<file path="src/rtl/memory_game_pkg.sv">
// Shared definitions for the memory game: note and level geometry, the recorder
// state encoding (4 bits wide so it can drive a hex digit directly), and a helper
// that locates a note slot inside a packed level word.
package memory_game_pkg;

  localparam int REC_NOTE_W    = 4;  // one bit per key
  localparam int REC_MAX_NOTES = 4;  // default notes per level
  localparam int REC_LEN_W     = 4;  // level_length width, holds up to 15

  typedef enum logic [3:0] {
    REC_IDLE         = 4'd0,
    REC_WAIT_PRESS   = 4'd1,
    REC_DEBOUNCE     = 4'd2,
    REC_WAIT_RELEASE = 4'd3,
    REC_DONE         = 4'd4
  } rec_state_e;

  // Bit position of the LSB of slot idx. Note 0 lives in the top bits of the word.
  function automatic int slot_lsb(int max_notes, int note_w, logic [REC_LEN_W-1:0] idx);
    return (max_notes - 1 - int'(idx)) * note_w;
  endfunction

endpackage

</file>
<file path="src/rtl/note_recorder_if.sv">
// Bus between the recorder and its user (game_core or a bench).
// master: drives keys and start/finish pulses, reads the level word and status.
// slave:  the recorder itself.
interface note_recorder_if
  import memory_game_pkg::*;
#(
  parameter int MAX_NOTES = REC_MAX_NOTES,
  parameter int NOTE_W    = REC_NOTE_W
) ();

  logic [NOTE_W-1:0]           note_inputs;
  logic                        start_record;
  logic                        finish_record;
  logic [MAX_NOTES*NOTE_W-1:0] level_data;
  logic [REC_LEN_W-1:0]        level_length;
  logic                        recording;
  logic                        note_valid;
  logic [NOTE_W-1:0]           note_value;
  logic                        done_record;

  modport master (
    output note_inputs, start_record, finish_record,
    input  level_data, level_length, recording, note_valid, note_value, done_record
  );

  modport slave (
    input  note_inputs, start_record, finish_record,
    output level_data, level_length, recording, note_valid, note_value, done_record
  );

endinterface

</file>
<file path="src/rtl/key_debouncer.sv">
// Key pattern debouncer: latches the first nonzero pattern, re-latches on any change
// to another nonzero pattern, drops on a return to zero, and flags stable_vld in the
// cycle the pattern has been seen on DEBOUNCE_CYCLES+1 consecutive edges.
// Ports: clk, reset (async, high), clr (drop any tracked pattern), pat_in (keys),
// stable_vld / stable_dat (accepted pattern), released (keys currently all up).
module key_debouncer #(
  parameter int NOTE_W          = 4,
  parameter int DEBOUNCE_CYCLES = 2
) (
  input  logic              clk,
  input  logic              reset,
  input  logic              clr,
  input  logic [NOTE_W-1:0] pat_in,
  output logic              stable_vld,
  output logic [NOTE_W-1:0] stable_dat,
  output logic              released
);

  localparam int                CNT_W    = $clog2(DEBOUNCE_CYCLES + 1);
  localparam logic [CNT_W-1:0]  CNT_LAST = CNT_W'(DEBOUNCE_CYCLES - 1);

  logic [NOTE_W-1:0] pat_q, pat_d;
  logic [CNT_W-1:0]  cnt_q, cnt_d;
  logic              tracking;

  // The latch edge itself counts as the first stable sample, so the count only
  // needs to reach DEBOUNCE_CYCLES-1 before the next matching edge accepts it.
  assign tracking   = (pat_q != '0);
  assign stable_vld = tracking && (pat_in == pat_q) && (cnt_q == CNT_LAST);
  assign stable_dat = pat_q;
  assign released   = (pat_in == '0);

  always_comb begin
    pat_d = pat_q;
    cnt_d = cnt_q;
    if (clr) begin
      pat_d = '0;
      cnt_d = '0;
    end else if (!tracking) begin
      pat_d = pat_in;  // stays idle when pat_in is zero
      cnt_d = '0;
    end else if (released || stable_vld) begin
      pat_d = '0;
      cnt_d = '0;
    end else if (pat_in != pat_q) begin
      pat_d = pat_in;
      cnt_d = '0;
    end else begin
      cnt_d = cnt_q + CNT_W'(1);
    end
  end

  always_ff @(posedge clk or posedge reset) begin
    if (reset) begin
      pat_q <= '0;
      cnt_q <= '0;
    end else begin
      pat_q <= pat_d;
      cnt_q <= cnt_d;
    end
  end

endmodule

</file>
<file path="src/rtl/note_recorder.sv">
// Level recorder: debounces key presses and packs each captured note MSB-first into
// level_data (note 0 in the top NOTE_W bits), ending on buffer full or finish_record.
// Ports: clk, reset (async, high), rec (note_recorder_if.slave: keys, start/finish
// pulses in; level_data, level_length, recording, note_valid/note_value, done_record out).
// Optional macro RECORD_TIMEOUT_EN: auto-finish after TIMEOUT_CYCLES idle in WAIT_PRESS.
module note_recorder
  import memory_game_pkg::*;
#(
  parameter int MAX_NOTES       = REC_MAX_NOTES,
  parameter int NOTE_W          = REC_NOTE_W,
  parameter int DEBOUNCE_CYCLES = 2,
  parameter int TIMEOUT_CYCLES  = 8
) (
  input  logic           clk,
  input  logic           reset,
  note_recorder_if.slave rec
);

  localparam int                   DATA_W  = MAX_NOTES * NOTE_W;
  localparam logic [REC_LEN_W-1:0] MAX_LEN = REC_LEN_W'(MAX_NOTES);

  rec_state_e           state_q, state_d;
  logic [DATA_W-1:0]    level_data_q, level_data_d;
  logic [REC_LEN_W-1:0] level_length_q, level_length_d;
  logic                 recording_q, recording_d;
  logic                 note_valid_q, note_valid_d;
  logic [NOTE_W-1:0]    note_value_q, note_value_d;
  logic                 done_record_q, done_record_d;
  logic                 fin_pend_q, fin_pend_d;  // finish seen while a note was in flight

  logic                 db_clr, db_stable_vld, db_released;
  logic [NOTE_W-1:0]    db_stable_dat;
  logic                 fin_eff, have_notes;

`ifdef RECORD_TIMEOUT_EN
  localparam int            IDLE_W   = $clog2(TIMEOUT_CYCLES + 1);
  localparam logic [IDLE_W-1:0] IDLE_MAX = IDLE_W'(TIMEOUT_CYCLES);
  logic [IDLE_W-1:0] idle_q, idle_d;
`endif

  key_debouncer #(
    .NOTE_W          (NOTE_W),
    .DEBOUNCE_CYCLES (DEBOUNCE_CYCLES)
  ) u_key_debouncer (
    .clk        (clk),
    .reset      (reset),
    .clr        (db_clr),
    .pat_in     (rec.note_inputs),
    .stable_vld (db_stable_vld),
    .stable_dat (db_stable_dat),
    .released   (db_released)
  );

  always_comb begin
    state_d        = state_q;
    level_data_d   = level_data_q;
    level_length_d = level_length_q;
    note_valid_d   = 1'b0;
    note_value_d   = note_value_q;
    fin_pend_d     = fin_pend_q;
    fin_eff        = fin_pend_q | rec.finish_record;
    have_notes     = (level_length_q != '0);
`ifdef RECORD_TIMEOUT_EN
    idle_d         = '0;
`endif

    // start_record restarts from any state and outranks a simultaneous finish.
    if (rec.start_record) begin
      state_d        = REC_WAIT_PRESS;
      level_data_d   = '0;
      level_length_d = '0;
      fin_pend_d     = 1'b0;
    end else begin
      unique case (state_q)
        REC_IDLE: ;
        REC_WAIT_PRESS: begin
          fin_pend_d = 1'b0;
          if (rec.finish_record && have_notes) begin
            state_d = REC_DONE;
          end else if (!db_released) begin
            state_d = REC_DEBOUNCE;
          end else begin
`ifdef RECORD_TIMEOUT_EN
            // Saturates with an empty buffer so an idle empty recording never ends.
            idle_d = (idle_q == IDLE_MAX) ? idle_q : idle_q + IDLE_W'(1);
            if ((idle_d == IDLE_MAX) && have_notes) state_d = REC_DONE;
`endif
          end
        end
        REC_DEBOUNCE: begin
          fin_pend_d = fin_eff;
          if (db_stable_vld) begin
            // Slot level_length is still zero (cleared at start), so OR-in is a write.
            if (level_length_q < MAX_LEN) begin
              level_data_d   = level_data_q |
                               (DATA_W'(db_stable_dat) << slot_lsb(MAX_NOTES, NOTE_W, level_length_q));
              level_length_d = level_length_q + REC_LEN_W'(1);
            end
            note_valid_d = 1'b1;
            note_value_d = db_stable_dat;
            state_d      = REC_WAIT_RELEASE;
          end else if (db_released) begin
            // Glitch: nothing captured; a pending finish takes effect now if possible.
            fin_pend_d = 1'b0;
            state_d    = (fin_eff && have_notes) ? REC_DONE : REC_WAIT_PRESS;
          end
        end
        REC_WAIT_RELEASE: begin
          fin_pend_d = fin_eff;
          if (db_released) begin
            fin_pend_d = 1'b0;
            state_d    = (fin_eff || (level_length_q == MAX_LEN)) ? REC_DONE : REC_WAIT_PRESS;
          end
        end
        REC_DONE: state_d = REC_IDLE;
        default:  state_d = REC_IDLE;
      endcase
    end

    done_record_d = (state_d == REC_DONE);
    recording_d   = (state_d == REC_WAIT_PRESS) || (state_d == REC_DEBOUNCE) ||
                    (state_d == REC_WAIT_RELEASE);
    // The debouncer only tracks while a press is awaited; a restart drops any latch.
    db_clr        = rec.start_record ||
                    !((state_d == REC_WAIT_PRESS) || (state_d == REC_DEBOUNCE));
  end

  always_ff @(posedge clk or posedge reset) begin
    if (reset) begin
      state_q        <= REC_IDLE;
      level_data_q   <= '0;
      level_length_q <= '0;
      recording_q    <= 1'b0;
      note_valid_q   <= 1'b0;
      note_value_q   <= '0;
      done_record_q  <= 1'b0;
      fin_pend_q     <= 1'b0;
`ifdef RECORD_TIMEOUT_EN
      idle_q         <= '0;
`endif
    end else begin
      state_q        <= state_d;
      level_data_q   <= level_data_d;
      level_length_q <= level_length_d;
      recording_q    <= recording_d;
      note_valid_q   <= note_valid_d;
      note_value_q   <= note_value_d;
      done_record_q  <= done_record_d;
      fin_pend_q     <= fin_pend_d;
`ifdef RECORD_TIMEOUT_EN
      idle_q         <= idle_d;
`endif
    end
  end

  assign rec.level_data   = level_data_q;
  assign rec.level_length = level_length_q;
  assign rec.recording    = recording_q;
  assign rec.note_valid   = note_valid_q;
  assign rec.note_value   = note_value_q;
  assign rec.done_record  = done_record_q;

endmodule

</file>
<file path="src/flat_wrapper.sv">
// flat-port wrapper written by rule: the top's interface ports become plain ports
module note_recorder_flat import memory_game_pkg::*;
#(
  parameter int MAX_NOTES       = REC_MAX_NOTES,
  parameter int NOTE_W          = REC_NOTE_W,
  parameter int DEBOUNCE_CYCLES = 2,
  parameter int TIMEOUT_CYCLES  = 8
)
  (clk, reset, rec_note_inputs, rec_start_record, rec_finish_record, rec_level_data, rec_level_length, rec_recording, rec_note_valid, rec_note_value, rec_done_record);
  note_recorder_if #(.MAX_NOTES(MAX_NOTES), .NOTE_W(NOTE_W)) rec_i ();
  input  logic clk;
  input  logic reset;
  input wire logic [$bits(rec_i.note_inputs)-1:0] rec_note_inputs;
  input wire logic [$bits(rec_i.start_record)-1:0] rec_start_record;
  input wire logic [$bits(rec_i.finish_record)-1:0] rec_finish_record;
  output wire logic [$bits(rec_i.level_data)-1:0] rec_level_data;
  output wire logic [$bits(rec_i.level_length)-1:0] rec_level_length;
  output wire logic [$bits(rec_i.recording)-1:0] rec_recording;
  output wire logic [$bits(rec_i.note_valid)-1:0] rec_note_valid;
  output wire logic [$bits(rec_i.note_value)-1:0] rec_note_value;
  output wire logic [$bits(rec_i.done_record)-1:0] rec_done_record;
  assign rec_i.note_inputs = rec_note_inputs;
  assign rec_i.start_record = rec_start_record;
  assign rec_i.finish_record = rec_finish_record;
  assign rec_level_data = rec_i.level_data;
  assign rec_level_length = rec_i.level_length;
  assign rec_recording = rec_i.recording;
  assign rec_note_valid = rec_i.note_valid;
  assign rec_note_value = rec_i.note_value;
  assign rec_done_record = rec_i.done_record;
  note_recorder #(.MAX_NOTES(MAX_NOTES), .NOTE_W(NOTE_W), .DEBOUNCE_CYCLES(DEBOUNCE_CYCLES), .TIMEOUT_CYCLES(TIMEOUT_CYCLES)) u_core (.clk(clk), .reset(reset), .rec(rec_i));
endmodule
</file>
<file path="config.mk">
export PLATFORM = sky130hd
export DESIGN_NAME = note_recorder_flat
export DESIGN_NICKNAME = d
export VERILOG_FILES = /design/src/rtl/memory_game_pkg.sv /design/src/rtl/note_recorder_if.sv /design/src/rtl/key_debouncer.sv /design/src/rtl/note_recorder.sv /design/src/flat_wrapper.sv
export SDC_FILE = /design/constraint.sdc
export NUM_CORES = 1
export LEC_CHECK = 0
export CAP_MARGIN = 20
export CORE_MARGIN = 5
export CORE_UTILIZATION = 35
export CTS_CLUSTER_DIAMETER = 30
export DETAILED_ROUTE_END_ITERATION = 6
export SYNTH_ARGS = -nofsm -noshare
export SYNTH_HDL_FRONTEND = slang
export SYNTH_SLANG_ARGS = --single-unit
</file>
<file path="constraint.sdc">
create_clock -name clk -period 2.1 [get_ports clk]
set_clock_uncertainty 0.1 [all_clocks]
set_input_delay 0.42 -clock clk [delete_from_list [all_inputs] [get_ports clk]]
set_output_delay 0.42 -clock clk [all_outputs]
set_load 0.005 [all_outputs]
</file>
# ---- Word-level counts from Yosys, hierarchy flattened
# Index checks and enable logic that the tools add are counted.
dict set report word_totals {
  out_inout_bits 27
  reg_bits 38
  word_cells 82
  input_bits 8
}
dict set report op_classes {
  n_shift 1
  add_sub_neg 3
  magnitude_cmp 1
  n_mux 32
  n_eq_ne 12
  bitwise_logic 3
  n_reduce_logical 20
}
# op count
set op_table {}
lappend op_table {{$mux W16} 4}
lappend op_table {{$mux W4} 14}
lappend op_table {{$shl A4 B32 Y16} 1}
lappend op_table {{$eq A4 B2 Y1 const B} 4}
lappend op_table {{$or A16 B16 Y16} 1}
lappend op_table {{$pmux W4 S4} 1}
lappend op_table {{$reduce_bool A4 Y1} 3}
lappend op_table {{$eq A4 B1 Y1 const B} 2}
lappend op_table {{$eq A4 B3 Y1 const B} 2}
lappend op_table {{$logic_not A4 Y1} 2}
lappend op_table {{$mux W2} 4}
lappend op_table {{$mux W1} 6}
lappend op_table {{$mux W3} 2}
lappend op_table {{$reduce_and A3 Y1} 2}
lappend op_table {{$reduce_bool A2 Y1} 3}
lappend op_table {{$logic_or A1 B1 Y1} 5}
lappend op_table {{$sub A2 B4 Y5 const A} 1}
lappend op_table {{$add A4 B1 Y4 const B} 1}
lappend op_table {{$eq A4 B4 Y1} 1}
lappend op_table {{$logic_and A1 B1 Y1} 4}
lappend op_table {{$lt A4 B3 Y1 const B} 1}
lappend op_table {{$ne A4 B1 Y1 const B} 1}
lappend op_table {{$ne A4 B4 Y1} 1}
lappend op_table {{$pmux W1 S3} 1}
lappend op_table {{5 further kinds} 5}

# ---- Depth between registers and ports, before layout
# Gate-level depths: netlist of the first run.
dict set report logic_depth {
  depth_word 12
  ltp_mapped 8
  ltp_nobuf 7
}

# ---- Cells and area by module
# A second synthesis of the first run with hierarchy kept.
dict set report unflattened {
  cells_unflattened 174
  hier_area_um2 1839.3
}
# mod area_each_um2 n_inst seq_area_each_um2 cells_each
set modules_own_cells {}
lappend modules_own_cells {note_recorder 1492.7 1 800.8 139}
lappend modules_own_cells {key_debouncer 346.6 1 150.1 35}

# ---- Worst setup path after synthesis of the first run
# OpenSTA, ideal clock, no wires.
dict set report synth_path {
  path_kind {register to register}
  from {register u_core.level_length_q[0], in the netlist u_core.rec.level_length[0]}
  to {register u_core.u_key_debouncer.cnt_q[0]}
  arrival_ps 1846
  required_ps 1865
  n_path_buf 1
  slack_ps 19
  setup_time_ps 135
  stages_incl_launch_ff 8
  period_less_slack_ps 2081
  path_cell_list {dfrtp_1 -> clkbuf_1 -> inv_1 -> ha_1 -> a311oi_1 -> o2111ai_2 -> a311oi_1 -> nor3_1}
}
dict set report synth_via {
  elab_chain_cells 12
  elab_cells_between_ends 19
  cone_classes {eq/ne (3); mux (9); reduce/logical (7)}
}
# element line
set synth_lines {}
lappend synth_lines {{start: declaration} note_recorder.sv:24} ;# logic [REC_LEN_W-1:0] level_length_q, level_length_d;
lappend synth_lines {{start signal: assignment} note_recorder.sv:144} ;# level_length_q <= level_length_d;
lappend synth_lines {{$reduce_bool A4 Y1} note_recorder.sv:62} ;# have_notes = (level_length_q != '0);
lappend synth_lines {{$logic_and A1 B1 Y1} note_recorder.sv:105} ;# state_d = (fin_eff && have_notes) ? REC_DONE : REC_WAIT_PRESS;
lappend synth_lines {{$mux W3} note_recorder.sv:105}
lappend synth_lines {{$mux W4} note_recorder.sv:102} ;# end else if (db_released) begin
lappend synth_lines {{$mux W4} note_recorder.sv:92} ;# if (db_stable_vld) begin
lappend synth_lines {{$pmux W4 S4 *} note_recorder.sv:74} ;# unique case (state_q)
lappend synth_lines {{$mux W4 *} note_recorder.sv:68} ;# if (rec.start_record) begin
lappend synth_lines {{$eq A4 B1 Y1 or $eq A4 B2 Y1 (tied branches)} note_recorder.sv:125} ;# !((state_d == REC_WAIT_PRESS) || (state_d == REC_DEBOUNCE));
lappend synth_lines {{$logic_or A1 B1 Y1 *} note_recorder.sv:125}
lappend synth_lines {{$logic_not A1 Y1 *} note_recorder.sv:125}
lappend synth_lines {{$logic_or A1 B1 Y1 *} note_recorder.sv:124} ;# db_clr = rec.start_record ||
lappend synth_lines {{$mux W2 *} key_debouncer.sv:36} ;# if (clr) begin
lappend synth_lines {{via u_core.u_key_debouncer.cnt_d[0]} key_debouncer.sv:23} ;# logic [CNT_W-1:0] cnt_q, cnt_d;
lappend synth_lines {{end signal: assignment} key_debouncer.sv:59} ;# cnt_q <= cnt_d;
lappend synth_lines {{end: declaration} key_debouncer.sv:23}
# The timed path passes the listed nets; every way through them passes the cells marked *.
# A chain may end at the register's enable or synchronous reset.

# ---- Worst setup path in the final report of the first run
dict set report layout_path {
  from {register u_core.u_key_debouncer.pat_q[3], in the netlist u_core.u_key_debouncer.stable_dat[3]}
  to {register u_core.state_q[2]}
}
dict set report layout_via {
  elab_chain_cells 6
  elab_cells_between_ends 7
  cone_classes {eq/ne (1); mux (3); reduce/logical (3)}
}
# element line
set layout_lines {}
lappend layout_lines {{start: declaration} key_debouncer.sv:22} ;# logic [NOTE_W-1:0] pat_q, pat_d;
lappend layout_lines {{start signal: assignment} key_debouncer.sv:58} ;# pat_q <= pat_d;
lappend layout_lines {{$eq A4 B4 Y1 or $reduce_bool A4 Y1 (tied branches)} {key_debouncer.sv:29, key_debouncer.sv:28}}
lappend layout_lines {{$logic_and A1 B1 Y1 * (2 in series)} key_debouncer.sv:29} ;# assign stable_vld = tracking && (pat_in == pat_q) && (cnt_q == CNT_LAST);
lappend layout_lines {{$mux W4 *} note_recorder.sv:92}
lappend layout_lines {{$pmux W4 S4 *} note_recorder.sv:74}
lappend layout_lines {{$mux W4 *} note_recorder.sv:68}
lappend layout_lines {{via u_core.state_d[2]} note_recorder.sv:22} ;# rec_state_e state_q, state_d;
lappend layout_lines {{end signal: assignment} note_recorder.sv:142} ;# state_q <= state_d;
lappend layout_lines {{end: declaration} note_recorder.sv:22}
# Marks and branches as above.

==> qor.csv, run 1 <==
stage;metric;value;unit
logic_synthesis;cell area after technology mapping;1840;um2
global_route;global routing usage summed across all routing layers;0.151;
cts;TritonCTS clock tree;built;
placed_design;Placed Cells;291;
floorplan;area enclosed by the die boundary;6800;um2
setup_path;largest incremental delay on the critical path;0.49;ns
sta;final setup margin;0.0706;ns
global_route;global-route track usage on met3;0.0423;
logic_synthesis;Async S/R FF share, synth;1.00;
logic_synthesis;number of warning messages in the yosys log;0;
drt;remaining antenna violation count;0;
logic_synthesis;biggest area contributors in the synthesized netlist;dfrtp_1 (52%), nor2_1 (6.3%), a31oi_1 (4.4%), mux2_2 (2.5%), ha_1 (2.0%);
final_layout;layout overhead on the synthesized area;43.3;%
setup_path;Critical Path Start Type;flip-flop;
placed_design;Area after DPL;2420;um2
logic_synthesis;portion of synthesized cell area occupied by the leading cell type;0.518;
cts;Root Buffer;clkbuf_8;
drt;detailed-route DRC error count;0;
sta;final hold violation count;0;
hold_path;end point of the most critical hold path;u_core.rec.level_data[13]$_DFFE_PP0P_;
setup_path;CP max-delay cell;a2111oi_0;
global_route;number of global-route vias before repair;1602;
global_route;first-pass GRT wire length;7800;um
global_route;global routing usage on met2;0.238;
drt;Routed wire per std cell;15.5;um
pwr;Overall Power;1.53;mW
floorplan;vertical extent of the die;82.4;um
cts;Clock transition at path regs;0.07;ns
setup_path;kind of end point of the critical path;flip-flop;
floorplan;Die X-Extent;82.4;um
setup_path;setup slack, reg-to-reg;0.07;ns
final_layout;share of post-route cells with drive strength above 1;0.274;
cts;H-tree depth;2;
floorplan;total core area;5110;um2
global_route;met1 track demand over resource in global routing;0.205;
placed_design;DPL Wire Length;3180;um
logic_synthesis;portion of the post-synthesis area used by sequential elements;0.518;
drt;vias per cell;5.06;
hold_path;path type of the worst min-delay path;reg -> reg;
floorplan;initial core utilization;0.360;
drt;violation count after the first detailed-routing iteration;125;
pwr;relative contribution of the clock network to total power;0.410;
sta;Achievable Freq;0.493;GHz
setup_path;reg2reg start;u_core.u_key_debouncer.stable_dat[3]$_DFFE_PP0P_;
flow_run;Max Cap Viol;0;
pwr;leakage;1.18;nW
sta;Final Hold Slack;0.400;ns
sta;share of the clock period used by the worst path after layout;0.966;
logic_synthesis;number of synthesized flops with an enable pin;0;
cts;largest buffer count on any clock path;2;
placed_design;Buffers on Ports;34;
setup_path;worst path required time;2.14;ns
drt;drt total wl;4640;um
pwr;net switching share of the total power;0.222;
final_layout;NumNets Final;241;
logic_synthesis;Syn Area/Cell;10.8;um2
global_route;largest net degree at the start of global routing;39;
drt;number of vias after detailed routing;1518;
sta;RSZ-0062 raised after global routing;true;
pwr;combinational fraction of design power;0.097;
pwr;NetSw;0.339;mW
drt;Pre-Repair DR Iteration Count;4;
logic_synthesis;cell type with the largest total area after synthesis;dfrtp_1;
pwr;power per standard cell area;580;nW/um2
logic_synthesis;#FFs+latches synth;38;
pwr;Internal Pwr Total;1.19;mW
floorplan;number of standard-cell rows in the floorplan;26;
logic_synthesis;list of most frequent post-synthesis cells;dfrtp_1 (38), nor2_1 (31), a31oi_1 (13), clkbuf_1 (6), inv_1 (6);
setup_path;Worst Setup Path Type;reg -> reg;
placed_design;worst setup slack before clock tree synthesis;-0.357;ns
cts;total number of clock tree sinks;38;
global_route;antenna violations before repair;0;
sta;final setup vio count;0;
cts;later-pin clock latency in the skew report;0.29;ns
logic_synthesis;Syn Nets;181;
logic_synthesis;number of distinct library cells after synthesis;48;
setup_path;worst r2r path cells;5;
setup_path;worst reg2reg path endpoint;u_core.state_q[2]$_DFF_PP0_;
hold_path;hold path cells;2;
logic_synthesis;dominant register cell in the synthesized netlist;dfrtp_1;
placed_design;gpl congestion;0.845;
setup_path;Crit path arrival time;2.07;ns
logic_synthesis;gate count of the mapped netlist;170;
final_layout;fin cells;300;
pwr;proportion of power drawn by flip-flops and latches;0.492;
sta;Max Transition Viols Final;0;
setup_path;critical-path maximum fanout;5;
logic_synthesis;library cell with the highest instance count after synthesis;dfrtp_1;
cts;clock buffers created by TritonCTS;5;
setup_path;cell breakdown of the critical path;buf_4 > o41a_1 > nand3_2 > nand3_1 > a2111oi_0;
status;status;completed;
final_layout;antenna cells;0;
floorplan;number of primary I/O pins;35;
global_route;busiest layer in global routing;met2;
final_layout;fin area;2630;um2
final_layout;count of fill cells added during filler insertion;490;
sta;final period demand of the worst path;2.03;ns
global_route;total overflow reported by the global router;0;
hold_path;origin of the worst min-delay path;u_core.rec.level_data[13]$_DFFE_PP0P_;
pwr;IR drop worst, VDD;0.000336;V
## critical path, delay by kind of cell, from the launching register on
kind            cells  cell delay, ns
compound gates      2            0.90
flops               1            0.44
simple gates        2            0.25
buf+inv             1            0.19
## stage by stage
| step | setup TNS [ns] | util |
|---|---|---|
| 2_1_floorplan | 0 | - |
| 3_3_place_gp | -5.30 | 0.474 |
| 3_5_place_dp | -5.69 | 0.474 |
| 4_1_cts | 0 | 0.498 |
| 5_1_grt | -0.00789 | 0.515 |
| 6_report | 0 | 0.515 |
## area by class of cell
cell class,count,area [um2],area share
sequential,38,952,0.362
timing repair buffer,63,568,0.216
inverter,6,22.5,0.00856
clock inverter,1,30.0,0.0114
multi-input combinational,116,890,0.338
tap,70,87.6,0.0333
clock buffer,6,82.6,0.0314
## flip-flops by register name, summed over array words and instances (netlist names)
signal	flops
u_core.rec.level_data	16
u_core.rec.recording	1
u_core.fin_pend_q	1
u_core.rec.level_length	4
u_core.rec.done_record	1
u_core.u_key_debouncer.cnt_q	2
u_core.rec.note_value	4
u_core.rec.note_valid	1
u_core.state_q	4
u_core.u_key_debouncer.stable_dat	4
## power by group through the flow
stage	Sequential (mW)	Combinational [mW]	Clock, mW
detailed placement	0.765	0.139	0
global route	0.752	0.163	0.676
floorplan	0.760	0.0771	0
finish	0.751	0.149	0.626
global placement	0.764	0.138	0
CTS	0.750	0.143	0.639
## metal layers
layer  wire [um]  vias to the layer above
met5           0                        -
met4          40                        0
met3         263                        5
met2        2210                       33
met1        2130                      741
li1            -                      739
## how the worst max path moves through the flow
stage,start,to,slack [ns],cells past startpoint
4_1_cts,rec_note_inputs[1],u_core.rec.recording$_DFF_PP0_,0.005,5
3_5_place_dp,rec_note_inputs[0],u_core.rec.recording$_DFF_PP0_,-0.36,5
3_3_place_gp,rec_note_inputs[0],u_core.rec.recording$_DFF_PP0_,-0.30,5
5_1_grt,u_core.u_key_debouncer.stable_dat[0]$_DFFE_PP0P_,u_core.rec.note_value[1]$_DFFE_PP0P_,-0.005,6
2_1_floorplan,u_core.rec.level_length[0]$_DFFE_PP0P_,u_core.u_key_debouncer.cnt_q[0]$_DFF_PP0_,0.02,7
6_report,u_core.u_key_debouncer.stable_dat[3]$_DFFE_PP0P_,u_core.state_q[2]$_DFF_PP0_,0.07,5
## logic make-up after synthesis
group                    after synthesis  share of synthesized area
buffers and inverters                 16                     0.0388
flip-flops                            38                      0.518
AND/OR/NAND/NOR                       66                      0.220
multiplexers                           5                     0.0300
AO/OA/AOI/OAI                         36                      0.147
other                                  1                    0.00204
adder cells (fa/ha/maj)                3                     0.0204
XOR/XNOR                               5                     0.0238
## timing repair
action / 4_1_cts / 5_1_grt
buffers inserted: 0 / 2
resized for setup: 1 / 17
pin swaps: 2 / 8
hold buffers: 0 / 0
setup endpoints to repair: 1 / 17
## cell usage in the layout, fill, tap and decap left out, types with 2 or more instances in the layout
| master | n |
|---|---|
| dfrtp_1 | 37 |
| nor2_1 | 30 |
| clkdlybuf4s50_1 | 30 |
| buf_4 | 29 |
| a31oi_1 | 13 |
| inv_1 | 6 |
| clkbuf_8 | 6 |
| nand3_2 | 4 |
| nor2b_1 | 4 |
| o21ai_0 | 4 |
| nand4b_1 | 4 |
| mux2_2 | 4 |
| a41oi_1 | 4 |
| dlymetal6s2s_1 | 4 |
| xor2_1 | 3 |
| nand3_1 | 3 |
| nor3_1 | 3 |
| xnor2_1 | 2 |
| nor3b_4 | 2 |
| or2_2 | 2 |
| a311oi_2 | 2 |
| a21oi_1 | 2 |
| or4_1 | 2 |
| ha_1 | 2 |
No activity file was read; power rests on OpenSTA's default activity.
==> inputs of run 2 (changes only) <==
--- a/config.mk
+++ b/config.mk
@@ -6,10 +6,12 @@
 export NUM_CORES = 1
 export LEC_CHECK = 0
 export CAP_MARGIN = 20
-export CORE_MARGIN = 5
+export CORE_MARGIN = 2
 export CORE_UTILIZATION = 35
+export CTS_BUF_LIST = sky130_fd_sc_hd__clkbuf_4
 export CTS_CLUSTER_DIAMETER = 30
 export DETAILED_ROUTE_END_ITERATION = 6
+export GPL_ROUTABILITY_DRIVEN = 0
 export SYNTH_ARGS = -nofsm -noshare
 export SYNTH_HDL_FRONTEND = slang
 export SYNTH_SLANG_ARGS = --single-unit
==> run 2 against run 1 <==
- power shrank 1.6%
- core utilization is 1.0 points lower
- count of clock-buffer cells in the layout down 1
- flip-flop and latch count stayed put
- final area shrank 2.6%
- non-clock buffer count fell by 4
- routed wire length decreased by 0.73%
- fmax increased by 2.2%
- critical path depth shrank 4
- cell count fell by 1.0%
- largest cell class unchanged
==> qor.csv, run 2 (synthesis results as in run 1) <==
stage;metric;value;unit;change
drt;Pre-Repair DR Iteration Count;4;;unchanged
global_route;met1 track demand over resource in global routing;0.229;;was 0.205
cts;total number of clock tree sinks;38;;unchanged
placed_design;Placed Cells;289;;was 291
setup_path;worst path required time;1.58;ns;was 2.14 ns
cts;largest buffer count on any clock path;2;;unchanged
sta;final period demand of the worst path;1.99;ns;was 2.03 ns
floorplan;number of standard-cell rows in the floorplan;26;;unchanged
sta;RSZ-0062 raised after global routing;true;;unchanged
final_layout;most common library cell in the layout ignoring fill and taps;dfrtp_1;;unchanged
setup_path;Critical Path Start Type;flip-flop;;unchanged
cts;later-pin clock latency in the skew report;0.34;ns;was 0.29 ns
global_route;busiest layer in global routing;met2;;unchanged
global_route;global-route track usage on met3;0.0474;;was 0.0423
global_route;global routing usage on met2;0.262;;was 0.238
status;status;completed;;unchanged
global_route;first-pass GRT wire length;7790;um;was 7800 um
final_layout;NumNets Final;237;;was 241
sta;Achievable Freq;0.504;GHz;was 0.493 GHz
sta;final setup vio count;0;;unchanged
floorplan;initial core utilization;0.362;;was 0.360
cts;TritonCTS clock tree;built;;unchanged
sta;Max transition margin;0.662;;
pwr;power per standard cell area;585;nW/um2;was 580 nW/um2
drt;vias per cell;5.22;;was 5.06
placed_design;DPL Wire Length;3250;um;was 3180 um
final_layout;most used cells in the layout excluding fill and tap cells;dfrtp_1 (36), clkdlybuf4s50_1 (32), nor2_1 (30), buf_4 (25), a31oi_1 (13);;was dfrtp_1 (37), nor2_1 (30), clkdlybuf4s50_1 (30), buf_4 (29), a31oi_1 (13)
global_route;largest net degree at the start of global routing;39;;unchanged
pwr;leakage;1.14;nW;was 1.18 nW
final_layout;multi-input gate area in the final layout;867;um2;was 890 um2
pwr;IR drop worst, VDD;0.000253;V;was 0.000336 V
drt;drt total wl;4600;um;was 4640 um
global_route;number of global-route vias before repair;1586;;was 1602
final_layout;antenna cells;0;;unchanged
placed_design;Buffers on Ports;34;;unchanged
global_route;total overflow reported by the global router;0;;unchanged
setup_path;CP max-delay cell;clkdlybuf4s50_1;;was a2111oi_0
cts;Root Buffer;clkbuf_4;;was clkbuf_8
setup_path;kind of end point of the critical path;output pin;;was flip-flop
setup_path;cell breakdown of the critical path;clkdlybuf4s50_1;;was buf_4 > o41a_1 > nand3_2 > nand3_1 > a2111oi_0
drt;Routed wire per std cell;15.5;um;about the same
global_route;global routing usage summed across all routing layers;0.168;;was 0.151
drt;number of vias after detailed routing;1549;;was 1518
cts;count of hold buffers inserted by post-cts repair;0;;unchanged
final_layout;layout overhead on the synthesized area;39.6;%;was 43.3%
drt;detailed-route DRC error count;0;;unchanged
sta;Worst Tran Pin Value;0.501;ns;
final_layout;area occupied by registers;953;um2;was 952 um2
hold_path;path type of the worst min-delay path;in -> reg;;was reg -> reg
final_layout;flip-flop count of the largest register, all copies and words added;16;;unchanged
floorplan;vertical extent of the die;76.4;um;was 82.4 um
sta;final hold violation count;0;;unchanged
setup_path;largest incremental delay on the critical path;0.58;ns;was 0.49 ns
floorplan;area enclosed by the die boundary;5840;um2;was 6800 um2
drt;violation count after the first detailed-routing iteration;91;;was 125
sta;share of the clock period used by the worst path after layout;0.946;;was 0.966
floorplan;Die X-Extent;76.4;um;was 82.4 um
final_layout;fin cells;297;;was 300
final_layout;count of fill cells added during filler insertion;495;;was 490
final_layout;share of post-route cells with drive strength above 1;0.260;;was 0.274
cts;Clock transition at path regs;0.12;ns;was 0.07 ns
sta;Max Transition Viols Final;0;;unchanged
pwr;Overall Power;1.50;mW;was 1.53 mW
flow_run;Max Cap Viol;0;;unchanged
global_route;antenna violations before repair;0;;unchanged
final_layout;Final Core Density;0.505;;was 0.515
setup_path;Top delay family on crit path;buffers and inverters;;was compound AO/OA/AOI/OAI gates
setup_path;Worst Setup Path Type;reg -> out;;was reg -> reg
cts;H-tree depth;2;;unchanged
drt;remaining antenna violation count;0;;unchanged
floorplan;total core area;5070;um2;was 5110 um2
setup_path;crit path buf inv count;1;;unchanged
sta;Final TNS setup;0;ns;unchanged
setup_path;critical-path maximum fanout;8;;was 5
floorplan;number of primary I/O pins;35;;unchanged
cts;clock buffers created by TritonCTS;5;;unchanged
cts;setup bufs post-CTS;0;;unchanged
setup_path;Crit path arrival time;1.47;ns;was 2.07 ns
-- run 2: cell count changes in the layout (fill, tap and decap cells not counted), moves of 2 or more --
cell,delta
clkbuf_8,-6
clkdlybuf4s50_1,+2
clkbuf_4,+5
buf_4,-4
dlymetal6s2s_1,-2
-- run 2: final timing paths --
check	slack, ns	to	startpoint	cells past startpoint
hold reg to reg	0.41	u_core.rec.level_data[10]$_DFFE_PP0P_	u_core.rec.level_data[10]$_DFFE_PP0P_	2
min in group asynchronous	0.39	u_core.rec.note_value[3]$_DFFE_PP0P_	reset	3
setup / recovery	0.11	rec_level_length[2]	u_core.rec.level_length[2]$_DFFE_PP0P_	1
setup reg to reg	0.12	u_core.u_key_debouncer.cnt_q[0]$_DFF_PP0_	u_core.rec.level_length[1]$_DFFE_PP0P_	7
max in group asynchronous	1.15	u_core.rec.level_data[2]$_DFFE_PP0P_	reset	3
hold / removal	0.31	u_core.u_key_debouncer.stable_dat[1]$_DFFE_PP0P_	rec_note_inputs[1]	3
-- run 2: power breakdown --
group | internal, mW | switching, mW | leakage [nW]
Sequential | 0.740 | 0.0113 | 0.518
Combinational | 0.0631 | 0.0798 | 0.567
Clock | 0.367 | 0.240 | 0.0528
-- run 2: routing by layer --
layer | routed length (um) | share of wire
met3 | 241 | 0.052
met5 | 0 | 0
met4 | 62 | 0.013
met2 | 2210 | 0.48
met1 | 2090 | 0.45
-- run 2: repair_timing --
action | in CTS | in global routing
endpoints found under the setup margin | 1 | 28
gates resized for setup | 1 | 13
cloned | 0 | 0
-- run 2: area by class of cell --
class / instances / share of cell area
clock buffers: 5 / 0.0146
well taps: 70 / 0.0341
multi-input cells: 116 / 0.338
flip-flops and latches: 38 / 0.372
inverters: 6 / 0.00878
clock inverters: 3 / 0.0249
repair buffers: 59 / 0.208
-- run 2: through the flow --
step,area (um2),setup WS (ns),hold WS (ns)
3_3_place_gp,2400,-0.312,0.391
6_report,2560,0.114,0.309
2_1_floorplan,1840,0.0190,0.386
3_5_place_dp,2400,-0.349,0.387
4_1_cts,2510,0.00361,0.413
5_1_grt,2560,0.00112,0.297
